$ cat config.mk
export PLATFORM = sky130hd
export DESIGN_NAME = fxp_neuron_accumulator
export DESIGN_NICKNAME = d
export VERILOG_FILES = /design/src/rtl/fxp_neuron_accumulator.sv
export SDC_FILE = /design/constraint.sdc
export NUM_CORES = 1
export LEC_CHECK = 0
export CAP_MARGIN = 20
export CORE_ASPECT_RATIO = 0.7
export CORE_UTILIZATION = 50
export DETAILED_ROUTE_END_ITERATION = 8
export PLACE_DENSITY = 0.74
export SLEW_MARGIN = 40
export SYNTH_ARGS = -nofsm -noshare
export SYNTH_HDL_FRONTEND = slang
export SYNTH_SLANG_ARGS = --single-unit
$ cat constraint.sdc
create_clock -name clk -period 3.35 [get_ports clk]
set_input_delay 0.67 -clock clk [delete_from_list [all_inputs] [get_ports clk]]
set_output_delay 0.67 -clock clk [all_outputs]
set_load 0.01 [all_outputs]
$ cat src/rtl/fxp_neuron_accumulator.sv
// Streaming signed fixed-point accumulator for one neuron: sums up to TERMS terms
// at full precision, then holds one saturated or wrapped DATA_W+1 bit result.
module fxp_neuron_accumulator #(
  parameter int DATA_W = 12,
  parameter int FRAC_W = 6,
  parameter int TERMS  = 4,
  parameter bit SAT_EN = 1'b1
) (
  input  logic                     clk,
  input  logic                     rst,
  input  logic                     in_valid,
  output logic                     in_ready,
  input  logic signed [DATA_W-1:0] in_data,
  input  logic                     in_last,
  output logic                     out_valid,
  input  logic                     out_ready,
  output logic signed [DATA_W:0]   out_sum,
  output logic                     out_ovf
);

  localparam int R     = DATA_W + 1;
  localparam int ACC_W = DATA_W + $clog2(TERMS) + 1;
  localparam int CNT_W = $clog2(TERMS) + 1;

  localparam logic [0:0] ACCUM = 1'b0;
  localparam logic [0:0] HOLD  = 1'b1;

  if (TERMS < 2 || FRAC_W >= DATA_W) begin : g_bad_params
    $error("fxp_neuron_accumulator: TERMS must be >= 2 and FRAC_W < DATA_W");
  end

  logic [0:0]              state;
  logic signed [ACC_W-1:0] acc;
  logic [CNT_W-1:0]        cnt;

  logic signed [ACC_W-1:0] sum_s;
  logic [ACC_W-R:0]        sum_hi;
  logic                    in_range;
  logic                    is_final;
  logic signed [R-1:0]     res;
  logic                    res_ovf;

  assign in_ready  = (state == ACCUM);
  assign out_valid = (state == HOLD);

  assign sum_s    = acc + {{(ACC_W-DATA_W){in_data[DATA_W-1]}}, in_data};
  assign is_final = in_last || (cnt == CNT_W'(TERMS - 1));

  // The sum fits R signed bits exactly when every bit from R-1 upward matches the sign.
  assign sum_hi   = sum_s[ACC_W-1:R-1];
  assign in_range = (&sum_hi) | (~|sum_hi);

  always_comb begin
    res     = sum_s[R-1:0];
    res_ovf = !in_range;
    if (SAT_EN && !in_range) begin
      res = sum_s[ACC_W-1] ? {1'b1, {(R-1){1'b0}}} : {1'b0, {(R-1){1'b1}}};
    end
  end

  always_ff @(posedge clk) begin
    if (rst) begin
      state   <= ACCUM;
      acc     <= '0;
      cnt     <= '0;
      out_sum <= '0;
      out_ovf <= 1'b0;
    end else begin
      case (state)
        ACCUM: begin
          if (in_valid) begin
            if (is_final) begin
              out_sum <= res;
              out_ovf <= res_ovf;
              acc     <= '0;
              cnt     <= '0;
              state   <= HOLD;
            end else begin
              acc <= sum_s;
              cnt <= cnt + CNT_W'(1);
            end
          end
        end
        HOLD: begin
          if (out_ready) begin
            state <= ACCUM;
          end
        end
        default: state <= ACCUM;
      endcase
    end
  end

endmodule

==> impl_metrics.py, run 1 <==
metrics = {
    "synth": {
        "synthCells": 240,
        "synth_cell_types": 48,
        "synth-async-reset-ratio_pct": 0,
        "synth_flop_cell": "dfxtp_1",
        "yosysSeqAreaShare_pct": 32.47,
        "synth-seq-cells": 33,
        "synth_edf_count": 0,
        "synth_nets": 274,
        "synth_area_per_cell_um2": 8.477,
        "yosys_warnings": 0,
        "syn_area_um2": 2034,
    },
    "clocking": {
        "clk_pin_slew_worst_paths_ps": 70,
        "worstSkewPairLatency_ps": 280,
        "cts_sinks": 33,
        "htreeDepth": 2,
        "cts_root_buffer": "clkbuf_8",
        "cts_tree": "yes",
        "cts_inserted_buffers": 5,
        "hold_buffers": 0,
        "cts.path.max_buffers": 2,
        "cts_setup_buffers": 0,
    },
    "detailed_routing": {
        "first_pass_iters": 4,
        "drc": 0,
        "drt-wirelength-per-cell_um": 14.43,
        "ant_nets": 0,
        "drt-initial-drc-count": 109,
        "wl_mm": 4.936,
        "num_vias": 1913,
        "via_per_inst": 5.594,
    },
    "critical_path": {
        "path_cells": "clkdlybuf4s50_1 -> ha_1 -> fa_1 -> a211oi_2 -> o21a_1 -> a211o_1 -> nand2_1 -> a311oi_4 -> buf_6 -> a21oi_4 -> o211ai_1 -> a21oi_1",
        "startpoint": "in_data[0]",
        "cpPeakStageDelay_ps": 410,
        "timing.reg2reg.setup_slack_ps": 680,
        "critical_path.top_delay_family": "compound AO/OA/AOI/OAI gates",
        "rr_worst_depth": 11,
        "rr_startpoint": "acc[0]$_SDFFE_PP0P_",
        "path_buf_inv": 2,
        "crit_path_end": "out_sum[10]$_SDFFE_PP0P_",
        "critPathKind": "input pin to flop",
        "cp_max_fo": 7,
        "cp-start-kind": "input pin",
        "end_kind": "flop",
        "crit_arrival_ps": 3320,
        "cp.depth": 12,
        "cp.required_ps": 3510,
        "critPathSlowestCell": "fa_1",
        "r2r_end": "out_sum[10]$_SDFFE_PP0P_",
    },
    "power_and_ir_drop": {
        "combinationalPowerShare_pct": 30.4,
        "p_int_mw": 0.8298,
        "pwr-share-clk_pct": 33.0,
        "leakage_nw": 1.083,
        "pwr-share-seq_pct": 36.7,
        "switching_share_pct": 29.78,
        "switchingPower_mw": 0.3519,
        "power_density_nw_per_um2": 442.8,
        "irDropWorstVdd_mv": 0.2684,
    },
    "placement": {
        "gp_congestion": 0.8866,
        "io_buffers": 32,
        "dp_hpwl_mm": 3.732,
        "dp_slack_ps": -146.1,
    },
    "timing": {
        "setup_slack_ps": 185.1,
        "fmax_mhz": 316.0,
        "worstMarginPinSlew_ps": 394.0,
        "slew_violations": 0,
        "finClkSkew_ps": 4.145,
        "fin_crit_sh_pct": 94.48,
        "finalHoldViolations": 0,
        "grt_setup_unrepaired": "false",
        "fin_crit_ps": 3165,
        "slew-limit-headroom_pct": 73.57,
        "setup_viol": 0,
    },
    "grt": {
        "grt-ovfl-total": 0,
        "grt_pass1_wl_mm": 8.335,
        "grt_max_degree": 34,
        "grt_pass1_vias": 1789,
        "antenna_found_initial": 0,
        "grtUsageTotal_pct": 24.56,
    },
    "worst_hold_path": {
        "worst_hold_path_type": "flop to flop",
    },
    "finish": {
        "final_common_cell": "nor2_1",
        "nets": 325,
        "post-route-util_pct": 72.26,
        "drive_gt1_share_pct": 17.81,
        "layout_common_cells": "nor2_1 (36), dfxtp_1 (33), clkdlybuf4s50_1 (32)",
        "area_growth_syn_to_layout_pct": 31.18,
        "fillers": 304,
        "antennaDiodeCount": 0,
    },
    "floorplanning": {
        "core-area_um2": 3694,
        "io_pins": 33,
        "start_util_pct": 55.08,
        "num_rows": 18,
        "die-area_um2": 4332,
        "die_y_um": 55.37,
        "die_w_um": 78.24,
    },
    "run_status": {
        "status": "complete, no violations",
    },
    "flow_run": {
        "drv_cap": 0,
    },
}
## synthesized netlist by cell type, types with 3 or more instances
cell      count  area (µm²)
nor2_1       36       135.1
dfxtp_1      33       660.6
a21oi_1      27       135.1
nand2_1      18       67.56
ha_1         16       200.2
a22oi_1      13       97.59
clkbuf_1      9       33.78
nand3_1       7       35.03
o211ai_1      7       52.55
o21ai_0       7       35.03
xor2_1        6       52.55
a211oi_2      5       62.56
a211oi_1      4       30.03
nand2_2       4       25.02
o21a_1        4       30.03
xnor2_1       4       35.03
inv_1         3       11.26
nor3_1        3       15.01
## stage by stage
stage	instances	power, mW	TNS (ps)	instance area, µm²	hold WS, ps
after global placement	334	0.7889	-872.9	2544	451.4
after floorplan	240	0.6620	0	2034	440.0
after global routing	342	1.251	0	2669	493.4
after CTS	342	1.184	0	2660	465.5
after detailed placement	334	0.7947	-1412	2544	455.6
final	342	1.182	0	2669	465.7
## how the worst min path moves through the flow
stage	depth (start not counted)	slack (ps)	end	from
2_1_floorplan	2	440	acc[11]$_SDFFE_PP0P_	acc[11]$_SDFFE_PP0P_
6_report	2	470	acc[11]$_SDFFE_PP0P_	acc[11]$_SDFFE_PP0P_
5_1_grt	2	490	out_ovf$_SDFFE_PP0P_	out_ovf$_SDFFE_PP0P_
3_5_place_dp	2	460	out_sum[10]$_SDFFE_PP0P_	out_sum[10]$_SDFFE_PP0P_
3_3_place_gp	2	450	out_sum[4]$_SDFFE_PP0P_	out_sum[4]$_SDFFE_PP0P_
4_1_cts	2	470	acc[11]$_SDFFE_PP0P_	acc[11]$_SDFFE_PP0P_
## registers in the layout, summed over array words and instances, names as in the netlist
name	flops
out_valid	1
acc	15
out_ovf	1
out_sum	13
cnt	3
## timing repair
item | 4_1_cts | 5_1_grt
endpoints found under the hold margin | 0 | 0
resized for setup | 0 | 2
setup endpoints to repair | 0 | 9
## worst register-to-register path: stages (launching register included)
cell      delay (ps)
dfxtp_1          310
ha_1             200
fa_1             410
a211oi_2         260
o21a_1           180
a211o_1          140
nand2_1          100
a311oi_4         370
buf_6            170
a21oi_4           60
o211ai_1         250
a21oi_1           90
## layer usage
layer	GRT usage [%]	vias to the layer above	share of wire [%]
li1	-	973	-
met1	35.49	893	50
met2	35.84	39	44
met3	5.455	8	5.0
met4	7.937	0	1.2
met5	0	-	0
## cell type report
type / instances / area (µm²) / share of cell area, %
multi-input combinational: 192 / 1314 / 49.23
tap: 50 / 62.56 / 2.344
inverter: 3 / 11.26 / 0.4219
clock buffer: 7 / 86.33 / 3.235
timing repair buffer: 56 / 504.2 / 18.89
sequential: 33 / 660.6 / 24.75
clock inverter: 1 / 30.03 / 1.125
## power by group through the flow
stage	Combinational [mW]	Sequential, mW	Clock, mW
after floorplan	0.216	0.446	0
after global placement	0.347	0.442	0
after detailed placement	0.353	0.442	0
after CTS	0.355	0.434	0.396
after global routing	0.393	0.436	0.421
final	0.359	0.433	0.390
## logic make-up (layout without fill, tap and decap cells)
logic type,Yosys count,in the layout,share of synthesized area (%)
AND/OR/NAND/NOR,82,82,18.64
multiplexers,3,3,1.783
XOR/XNOR,10,10,4.305
flip-flops,33,33,32.47
adder cells (fa/ha/maj),17,17,10.82
buffers and inverters,15,67,3.197
AO/OA/AOI/OAI,80,80,28.78
(Power assumes the default switching activity.)
==> run 2: changes to the inputs <==
--- a/config.mk
+++ b/config.mk
@@ -14,3 +14,4 @@
 export SYNTH_ARGS = -nofsm -noshare
 export SYNTH_HDL_FRONTEND = slang
 export SYNTH_SLANG_ARGS = --single-unit
+export TNS_END_PERCENT = 100
==> results of run 2 <==
The final DEF is identical to that of run 1; final timing and power are the same.
==> run 3: changes to the inputs <==
--- a/config.mk
+++ b/config.mk
@@ -5,7 +5,7 @@
 export SDC_FILE = /design/constraint.sdc
 export NUM_CORES = 1
 export LEC_CHECK = 0
-export CAP_MARGIN = 20
+export CAP_MARGIN = 30
 export CORE_ASPECT_RATIO = 0.7
 export CORE_UTILIZATION = 50
 export DETAILED_ROUTE_END_ITERATION = 8
==> results of run 3 <==
The final DEF is identical to that of run 1; final timing and power are the same.
